==> src/rtl/core_pkg.sv <==
// Shared definitions for the core sequencer: FSM state encoding and default
// datapath/PC parameters.
package core_pkg;

    localparam int          XLEN_DEF     = 32;
    localparam int          PC_STEP_DEF  = 4;
    localparam logic [31:0] RESET_PC_DEF = 32'h0000_0000;

    typedef enum logic [2:0] {
        ST_IDLE      = 3'd0,
        ST_FETCH     = 3'd1,
        ST_DECODE    = 3'd2,
        ST_OPERAND   = 3'd3,
        ST_EXECUTE   = 3'd4,
        ST_WRITEBACK = 3'd5,
        ST_HALT      = 3'd6
    } state_t;

endpackage

==> src/rtl/operand_handshake.sv <==
// Read/valid tracking for one source operand: latches "used" at decode and
// holds the read request until the operand has been seen valid.
module operand_handshake (
    input  logic clk_i,
    input  logic rst_i,
    input  logic load_i,
    input  logic used_i,
    input  logic active_i,
    input  logic valid_i,
    output logic read_o,
    output logic done_o
);

    logic used_q;
    logic got_q;

    always_ff @(posedge clk_i) begin
        if (rst_i) begin
            used_q <= 1'b0;
            got_q  <= 1'b0;
        end else if (load_i) begin
            used_q <= used_i;
            got_q  <= 1'b0;
        end else if (active_i && used_q && valid_i) begin
            got_q <= 1'b1;
        end
    end

    assign read_o = active_i && used_q && !got_q;
    // A valid arriving this cycle already counts, so EXECUTE follows directly.
    assign done_o = !used_q || got_q || valid_i;

endmodule

==> src/rtl/core_sequencer.sv <==
// Multi-cycle fetch/decode/operand/execute/writeback sequencer owning the PC.
// Optional single-step mode via `define SEQ_STEP_EN (adds step_req input).
//
// state     | meaning
// IDLE      | waiting for run (or step_req in step mode)
// FETCH     | imem_req held until imem_ack, instruction latched
// DECODE    | one-cycle dec_en, decoder flags captured
// OPERAND   | rs1/rs2 read requests until all used operands valid
// EXECUTE   | one-cycle exec_en, jump request captured
// WRITEBACK | rd_we/retire pulse, PC update
// HALT      | misaligned jump target; terminal until rst
module core_sequencer
    import core_pkg::*;
#(
    parameter int             XLEN     = XLEN_DEF,
    parameter logic [XLEN-1:0] RESET_PC = XLEN'(RESET_PC_DEF),
    parameter int             PC_STEP  = PC_STEP_DEF
) (
    input  logic            clk,
    input  logic            rst,
    input  logic            run,
`ifdef SEQ_STEP_EN
    input  logic            step_req,
`endif
    output logic            imem_req,
    output logic [XLEN-1:0] imem_addr,
    input  logic            imem_ack,
    input  logic [31:0]     imem_rdata,
    output logic [31:0]     instr,
    output logic            dec_en,
    input  logic            dec_rs1_used,
    input  logic            dec_rs2_used,
    input  logic            dec_rd_write,
    output logic            rs1_read,
    output logic            rs2_read,
    input  logic            rs1_valid,
    input  logic            rs2_valid,
    output logic            exec_en,
    output logic [XLEN-1:0] pc,
    input  logic [XLEN-1:0] next_pc,
    input  logic            pc_j_valid,
    output logic            rd_we,
    output logic            retire,
    output logic            fault,
    output logic [2:0]      state
);

    state_t            state_q, state_d;
    logic [XLEN-1:0]   pc_q, pc_d;
    logic [31:0]       instr_q, instr_d;
    logic              fault_q, fault_d;
    logic              rd_write_q, rd_write_d;
    logic              j_valid_q, j_valid_d;
    logic [XLEN-1:0]   j_target_q, j_target_d;
    logic              rs1_done, rs2_done;
    logic              go;

`ifdef SEQ_STEP_EN
    assign go = step_req;
`else
    assign go = run;
`endif

    operand_handshake u_rs1 (
        .clk_i    (clk),
        .rst_i    (rst),
        .load_i   (state_q == ST_DECODE),
        .used_i   (dec_rs1_used),
        .active_i (state_q == ST_OPERAND),
        .valid_i  (rs1_valid),
        .read_o   (rs1_read),
        .done_o   (rs1_done)
    );

    operand_handshake u_rs2 (
        .clk_i    (clk),
        .rst_i    (rst),
        .load_i   (state_q == ST_DECODE),
        .used_i   (dec_rs2_used),
        .active_i (state_q == ST_OPERAND),
        .valid_i  (rs2_valid),
        .read_o   (rs2_read),
        .done_o   (rs2_done)
    );

    always_ff @(posedge clk) begin
        if (rst) begin
            state_q    <= ST_IDLE;
            pc_q       <= RESET_PC;
            instr_q    <= '0;
            fault_q    <= 1'b0;
            rd_write_q <= 1'b0;
            j_valid_q  <= 1'b0;
            j_target_q <= '0;
        end else begin
            state_q    <= state_d;
            pc_q       <= pc_d;
            instr_q    <= instr_d;
            fault_q    <= fault_d;
            rd_write_q <= rd_write_d;
            j_valid_q  <= j_valid_d;
            j_target_q <= j_target_d;
        end
    end

    always_comb begin
        state_d    = state_q;
        pc_d       = pc_q;
        instr_d    = instr_q;
        fault_d    = fault_q;
        rd_write_d = rd_write_q;
        j_valid_d  = j_valid_q;
        j_target_d = j_target_q;
        case (state_q)
            ST_IDLE: begin
                if (go) state_d = ST_FETCH;
            end
            ST_FETCH: begin
                if (imem_ack) begin
                    instr_d = imem_rdata;
                    state_d = ST_DECODE;
                end
            end
            ST_DECODE: begin
                rd_write_d = dec_rd_write;
                state_d    = (dec_rs1_used || dec_rs2_used) ? ST_OPERAND : ST_EXECUTE;
            end
            ST_OPERAND: begin
                if (rs1_done && rs2_done) state_d = ST_EXECUTE;
            end
            ST_EXECUTE: begin
                j_valid_d  = pc_j_valid;
                j_target_d = next_pc;
                if (pc_j_valid && (next_pc[1:0] != 2'b00)) begin
                    fault_d = 1'b1;
                    state_d = ST_HALT;
                end else begin
                    state_d = ST_WRITEBACK;
                end
            end
            ST_WRITEBACK: begin
                pc_d = j_valid_q ? j_target_q : pc_q + XLEN'(PC_STEP);
`ifdef SEQ_STEP_EN
                state_d = ST_IDLE;
`else
                state_d = run ? ST_FETCH : ST_IDLE;
`endif
            end
            ST_HALT: begin
                state_d = ST_HALT;
            end
            default: begin
                state_d = ST_IDLE;
            end
        endcase
    end

    assign imem_req  = (state_q == ST_FETCH);
    assign imem_addr = pc_q;
    assign instr     = instr_q;
    assign dec_en    = (state_q == ST_DECODE);
    assign exec_en   = (state_q == ST_EXECUTE);
    assign rd_we     = (state_q == ST_WRITEBACK) && rd_write_q;
    assign retire    = (state_q == ST_WRITEBACK);
    assign pc        = pc_q;
    assign fault     = fault_q;
    assign state     = state_q;

endmodule

==> config.mk <==
export PLATFORM = sky130hd
export DESIGN_NAME = core_sequencer
export DESIGN_NICKNAME = d
export VERILOG_FILES = /design/src/rtl/core_pkg.sv /design/src/rtl/operand_handshake.sv /design/src/rtl/core_sequencer.sv
export SDC_FILE = /design/constraint.sdc
export NUM_CORES = 1
export LEC_CHECK = 0
export CORE_MARGIN = 3
export CORE_UTILIZATION = 35
export CTS_BUF_LIST = sky130_fd_sc_hd__clkbuf_8
export DETAILED_ROUTE_END_ITERATION = 8
export GPL_ROUTABILITY_DRIVEN = 0
export PLACE_DENSITY = 0.61
export SYNTH_ARGS = -nofsm -noshare
export SYNTH_HDL_FRONTEND = slang
export SYNTH_SLANG_ARGS = --single-unit
==> constraint.sdc <==
create_clock -name clk -period 6.4 [get_ports clk]
set_input_delay 1.28 -clock clk [delete_from_list [all_inputs] [get_ports clk]]
set_output_delay 1.28 -clock clk [all_outputs]
set_load 0.02 [all_outputs]
; ---- After elaboration in Yosys (flattened, before gate mapping)
; Cells that the tools add are included.
; Widths: inputs -> output; s select.
[word_totals]
reg_bits = 106
input_bits = 74
word_cells = 53
[classes]
add_sub_neg = 1
eq_ne = 9
n_mux = 8
reduce_logical = 24
[op_table]
columns = operator, count
row1 = $add 32x3->32 const B, 1
row2 = $mux 32, 1
row3 = $pmux 3 s7, 1
row4 = $mux 3, 4
row5 = $eq 3x3->1 const B, 3
row6 = $logic_and 1x1->1, 9
row7 = $eq 3x2->1 const B, 2
row8 = $logic_or 1x1->1, 5
row9 = $logic_not 1->1, 4
row10 = $ne 2x2->1 const B, 2
row11 = $reduce_and 2->1, 2
row12 = $eq 3x1->1 const B, 1
row13 = $logic_not 3->1, 1
row14 = $reduce_and 3->1, 1
row15 = $mux 2, 1
row16 = $ne 2x1->1 const B, 1
row17 = $reduce_bool 2->1, 1
row18 = $reduce_or 2->1, 1
row19 = $mux 1, 1

; ---- Depth between registers and ports, before layout
[depth]
ltp_word = 6
mapped_depth = 8
ltp_nobuf = 6

; ---- By module
; Synthesis repeated with hierarchy kept, for this count alone.
[unflattened]
cells_unflattened = 650
area_unflattened_um2 = 5064.9
[modules_own_cells]
columns = module, n_inst, cells_per_inst, area_per_inst_um2, seq_area_each_um2
row1 = core_sequencer, 1, 634, 4897.2, 2042.0
row2 = operand_handshake, 2, 8, 83.8, 40.0

; ---- Worst setup path after synthesis
; No wires, ideal clock.
[synth_path]
kind = register to output
start = register state_q[2] (netlist: state[2])
end = output port rd_we
t_arrival_ns = 1.781
slack_ns = 3.339
path_stages_with_launch = 7
n_path_buf = 3
path_cell_list = dfxtp_1 > buf_6 > nand3b_2 > inv_1 > clkbuf_1 > clkbuf_1 > and2_1
[synth_between]
elab_chain_cells = 2
[synth_lines]
columns = item, line_no
row1 = start: declaration, core_sequencer.sv:48  ; state_t state_q, state_d;
row2 = start signal: assignment, core_sequencer.sv:96  ; state_q <= state_d;
row3 = $eq 3x3->1, -
row4 = via retire, core_sequencer.sv:43  ; output logic retire,
row5 = $logic_and 1x1->1, core_sequencer.sv:163  ; assign rd_we = (state_q == ST_WRITEBACK) && rd_write_q;
row6 = end: declaration, core_sequencer.sv:42  ; output logic rd_we,
; The timed path passes the listed nets, and every way through them passes these cells.

; ---- Worst setup path after layout
[layout_path]
start = register state_q[0] (netlist: state[0])
end = output port rd_we
[layout_between]
elab_chain_cells = 2
[layout_lines]
columns = item, line_no
row1 = $eq 3x3->1, core_sequencer.sv:163
row2 = $logic_and 1x1->1, core_sequencer.sv:163
; Every way passes these cells.

==> impl_metrics.xml <==
<?xml version="1.0" encoding="UTF-8"?>
<metrics>
  <group name="status">
    <metric name="run_status" unit="">finished, final reports clean</metric>
  </group>
  <group name="cts">
    <metric name="cts_tree" unit="">built</metric>
    <metric name="cts.sinks" unit="">106</metric>
    <metric name="cts_buffers" unit="">9</metric>
    <metric name="count_of_instances_resized_after_the_clock_tree_is_built" unit="">0</metric>
    <metric name="cts.clk_slew.worst_paths" unit="ns">0.10</metric>
    <metric name="clk_latency" unit="ns">0.40</metric>
    <metric name="cts_max_path_buffers" unit="">2</metric>
    <metric name="cts_max_level" unit="">3</metric>
    <metric name="cts_post_setup_buffers_inserted" unit="">0</metric>
    <metric name="cts_hold_buf" unit="">0</metric>
    <metric name="clk_root_buffer_cell" unit="">sky130_fd_sc_hd__clkbuf_8</metric>
  </group>
  <group name="critical_path">
    <metric name="cp_top_family" unit="">buffers and inverters</metric>
    <metric name="cpMaxStageDelayCell" unit="">sky130_fd_sc_hd__dfxtp_1</metric>
    <metric name="timing.critical_path.fanout_max" unit="">45</metric>
    <metric name="kind_of_start_point_of_the_critical_path" unit="">flop</metric>
    <metric name="worst-setup-path-type" unit="">reg2out</metric>
    <metric name="setup.worst_path.end_class" unit="">primary output</metric>
    <metric name="required" unit="ns">5.12</metric>
    <metric name="critical_path_arrival" unit="ns">2.77</metric>
    <metric name="critPathBufInv" unit="">3</metric>
    <metric name="path_cells" unit="">nand3b_2 -&gt; buf_4 -&gt; inv_1 -&gt; and2_1 -&gt; clkdlybuf4s50_1</metric>
    <metric name="critical_path.max_stage_delay" unit="ns">0.63</metric>
  </group>
  <group name="min_path">
    <metric name="hold_class" unit="">reg2reg</metric>
  </group>
  <group name="power">
    <metric name="internal-power" unit="mW">1.13</metric>
    <metric name="power.ir.vdd_worst" unit="uV">146</metric>
    <metric name="fraction_of_power_spent_switching_nets" unit="">0.290</metric>
    <metric name="total_switching_power" unit="uW">462</metric>
    <metric name="power.share.clock" unit="">0.320</metric>
    <metric name="leakagePower" unit="nW">2.26</metric>
    <metric name="total_power" unit="mW">1.59</metric>
    <metric name="sequential_power_share" unit="">0.471</metric>
    <metric name="power.share.combinational" unit="">0.209</metric>
    <metric name="power.density" unit="nW/um2">233</metric>
  </group>
  <group name="floorplanning">
    <metric name="floorplan.core_area" unit="um2">14000</metric>
    <metric name="start_util" unit="">0.360</metric>
    <metric name="die_w" unit="um">126</metric>
    <metric name="floorplan.io_pins" unit="">181</metric>
    <metric name="fp-row-count" unit="">43</metric>
    <metric name="die_span_in_y" unit="um">126</metric>
    <metric name="fp.dieArea" unit="um2">15900</metric>
  </group>
  <group name="routing">
    <metric name="routed-via-count" unit="">4919</metric>
    <metric name="drcViolationCount" unit="">0</metric>
    <metric name="avgRoutedWirePerCell" unit="um">15.6</metric>
    <metric name="ant_nets" unit="">0</metric>
    <metric name="finalWirelength" unit="um">14800</metric>
    <metric name="first_iter_violations" unit="">318</metric>
    <metric name="dr.pass1.iters" unit="">5</metric>
    <metric name="via_per_inst" unit="">5.18</metric>
  </group>
  <group name="timing">
    <metric name="fmax" unit="MHz">247</metric>
    <metric name="final_min_period_over_clock_period" unit="">0.632</metric>
    <metric name="tightestPinTransition" unit="ns">1.14</metric>
    <metric name="maxSlewHeadroom" unit="">0.241</metric>
    <metric name="worst_slack" unit="ns">2.35</metric>
    <metric name="rsz0062_at_grt" unit="">false</metric>
    <metric name="layout_min_cycle_time" unit="ns">4.05</metric>
    <metric name="setup_violations" unit="">0</metric>
    <metric name="skew_final" unit="ns">0.00940</metric>
    <metric name="final-hold-violation-count" unit="">0</metric>
    <metric name="setup_total_negative_slack" unit="ns">0</metric>
    <metric name="timing.final.max_slew_violations" unit="">0</metric>
  </group>
  <group name="synthesis">
    <metric name="synthesis.nets" unit="">721</metric>
    <metric name="synth_simple_gate_area_share" unit="">0.244</metric>
    <metric name="muxShareOfSynthArea" unit="">0.0243</metric>
    <metric name="yosys_reg_bits" unit="">106</metric>
    <metric name="syn_avg_cell_area" unit="um2">7.80</metric>
    <metric name="synth_top_family_by_area" unit="">simple AND/OR/NAND/NOR gates</metric>
    <metric name="distinct_cell_type_count_after_synthesis" unit="">62</metric>
    <metric name="synth-compound-area-share" unit="">0.200</metric>
    <metric name="yosys.area_share.adder" unit="">0.00248</metric>
    <metric name="cells_after_synth" unit="">646</metric>
    <metric name="synth_edf_count" unit="">0</metric>
    <metric name="cell_accounting_for_the_most_synthesized_area" unit="">sky130_fd_sc_hd__dfxtp_1</metric>
    <metric name="post_synth_main_area_contributors" unit="">sky130_fd_sc_hd__dfxtp_1 42%, sky130_fd_sc_hd__nand2_1 12%, sky130_fd_sc_hd__a21oi_1 9.3%</metric>
    <metric name="synth_async_sr_flop_share" unit="">0</metric>
    <metric name="synthesis.area" unit="um2">5040</metric>
    <metric name="synth_largest_type_area_fraction" unit="">0.421</metric>
    <metric name="synth_ff_type" unit="">sky130_fd_sc_hd__dfxtp_1</metric>
    <metric name="yosys.area_share.xor_xnor" unit="">0</metric>
    <metric name="fraction_of_the_yosys_area_taken_by_sequential_cells" unit="">0.421</metric>
    <metric name="yosys_warnings" unit="">0</metric>
  </group>
  <group name="global_routing">
    <metric name="number_of_antenna_violations_at_the_first_check_in_global_routing" unit="">0</metric>
    <metric name="global_routing_usage_summed_across_all_routing_layers" unit="">0.183</metric>
    <metric name="grt_overflow_total" unit="">0</metric>
    <metric name="grt_start_max_net_pins" unit="">64</metric>
    <metric name="grt_pass1_vias" unit="">4713</metric>
    <metric name="grt_first_pass_wirelength" unit="um">23900</metric>
  </group>
  <group name="finish">
    <metric name="antenna-diode-count" unit="">0</metric>
    <metric name="multiInputGateArea" unit="um2">2370</metric>
    <metric name="final_area" unit="um2">6840</metric>
    <metric name="fin_cells" unit="">949</metric>
    <metric name="final.fill_count" unit="">1356</metric>
    <metric name="area_delta_synth_final" unit="%">35.8</metric>
    <metric name="seq_area" unit="um2">2120</metric>
    <metric name="post_route_cells_drive_above_1_share" unit="">0.0442</metric>
    <metric name="final_nets" unit="">839</metric>
  </group>
  <group name="placed_design">
    <metric name="place.detailed.instances" unit="">933</metric>
    <metric name="hpwl" unit="um">10500</metric>
    <metric name="portBuffers" unit="">180</metric>
    <metric name="place_area" unit="um2">6590</metric>
    <metric name="dpl_worst_slack" unit="ns">2.79</metric>
  </group>
  <group name="flow_run">
    <metric name="drv.max_cap_violation_count" unit="">0</metric>
  </group>
</metrics>
==> power by group through the flow <==
stage / Combinational, mW / Clock [mW] / Sequential [mW]
floorplan: 0.167 / 0 / 0.785
global placement: 0.331 / 0 / 0.761
detailed placement: 0.334 / 0 / 0.765
CTS: 0.336 / 0.522 / 0.750
global route: 0.358 / 0.550 / 0.758
finish: 0.332 / 0.509 / 0.750
==> path summary, 6_finish.rpt <==
path / start / to / slack, ns / cells past startpoint
worst max-delay path: state[0] / rd_we / 2.35 / 5
worst min-delay path: j_target_q[1] / j_target_q[1] / 0.46 / 2
worst max register to register: imem_addr[9] / imem_addr[30] / 3.87 / 5
worst min register to register: j_target_q[1] / j_target_q[1] / 0.46 / 2
==> cell families (layout without fill, tap and decap cells) <==
family                   count (synthesis)  after routing
AND/OR/NAND/NOR                        272            272
AO/OA/AOI/OAI                          168            168
flip-flops                             106            106
buffers and inverters                   87            210
multiplexers                            12             12
adder cells (fa/ha/maj)                  1              1
==> sequential cells by signal, summed over array words and instances, names as in the netlist <==
| register | flops |
|---|---|
| u_rs2.got_q | 1 |
| u_rs2.used_q | 1 |
| state | 3 |
| instr | 32 |
| u_rs1.got_q | 1 |
| rd_write_q | 1 |
| u_rs1.used_q | 1 |
| imem_addr | 32 |
| j_valid_q | 1 |
| fault | 1 |
| j_target_q | 32 |
==> tightest hold or removal path, delay by kind of cell (launching register included) <==
kind / cells / cell delay, ns
AOI/OAI and AO/OA: 1 / 0.05
and+or+nand+nor: 1 / 0.05
DFF: 1 / 0.32
==> cell usage in the layout, fill, tap and decap left out, types with 2 or more instances in the layout <==
cell	count
sky130_fd_sc_hd__a21oi_1	94
sky130_fd_sc_hd__bufinv_16	3
sky130_fd_sc_hd__o21ai_0	16
sky130_fd_sc_hd__mux2i_1	10
sky130_fd_sc_hd__o21a_1	4
sky130_fd_sc_hd__nand2b_1	3
sky130_fd_sc_hd__clkinvlp_4	2
sky130_fd_sc_hd__nor4_1	6
sky130_fd_sc_hd__nand2_1	165
sky130_fd_sc_hd__nor2_1	33
sky130_fd_sc_hd__and2_1	4
sky130_fd_sc_hd__a31oi_1	6
sky130_fd_sc_hd__nor3_1	12
sky130_fd_sc_hd__o211ai_1	4
sky130_fd_sc_hd__and3_1	5
sky130_fd_sc_hd__clkdlybuf4s50_1	179
sky130_fd_sc_hd__or2b_1	2
sky130_fd_sc_hd__buf_4	7
sky130_fd_sc_hd__o31ai_1	3
sky130_fd_sc_hd__a22oi_1	11
sky130_fd_sc_hd__a221oi_1	3
sky130_fd_sc_hd__nand3_1	10
sky130_fd_sc_hd__o311ai_0	2
sky130_fd_sc_hd__mux2_2	2
sky130_fd_sc_hd__a211oi_1	4
sky130_fd_sc_hd__or2_2	2
sky130_fd_sc_hd__dfxtp_1	106
sky130_fd_sc_hd__or3_1	2
sky130_fd_sc_hd__nor2b_1	3
sky130_fd_sc_hd__or4_1	6
sky130_fd_sc_hd__a21o_1	2
sky130_fd_sc_hd__clkinv_1	2
sky130_fd_sc_hd__clkbuf_8	9
sky130_fd_sc_hd__o22ai_1	5
sky130_fd_sc_hd__and4_1	2
sky130_fd_sc_hd__a311oi_1	3
sky130_fd_sc_hd__o211a_1	2
sky130_fd_sc_hd__inv_1	6
sky130_fd_sc_hd__nand4_1	9
==> stage by stage <==
stage	utilization	hold WS, ns
6_report	0.489	0.458
3_5_place_dp	0.471	0.445
3_3_place_gp	0.471	0.440
5_1_grt	0.489	0.479
2_1_floorplan	-	0.432
4_1_cts	0.489	0.459
==> layout make-up <==
cell class                 instances  area share
clock buffer                       9      0.0181
clock inverter                     7      0.0183
inverter                           8     0.00439
multi-input combinational        453       0.346
sequential                       106       0.310
tap                              180      0.0329
timing repair buffer             186       0.270
==> cell usage after synthesis (all sizes together), types with 4 or more instances <==
cell / n
o21a: 4
nand2: 165
and3: 6
clkbuf: 30
o22ai: 5
a22oi: 11
nor3: 12
o211ai: 4
or4: 6
dfxtp: 106
buf: 47
inv: 6
nand3: 10
o21ai: 16
nand4: 11
a211oi: 4
a31oi: 6
mux2i: 10
and2: 4
nor4: 6
nor2: 33
a21oi: 94
==> routing by layer <==
layer | track usage | part of all wire | vias up
met3 | 0.0738 | 0.081 | 17
met1 | 0.231 | 0.44 | 2283
li1 | - | - | 2450
met4 | 0.0448 | 0.018 | 0
met5 | 0 | 0 | -
met2 | 0.295 | 0.46 | 169
(Power assumes the default switching activity.)
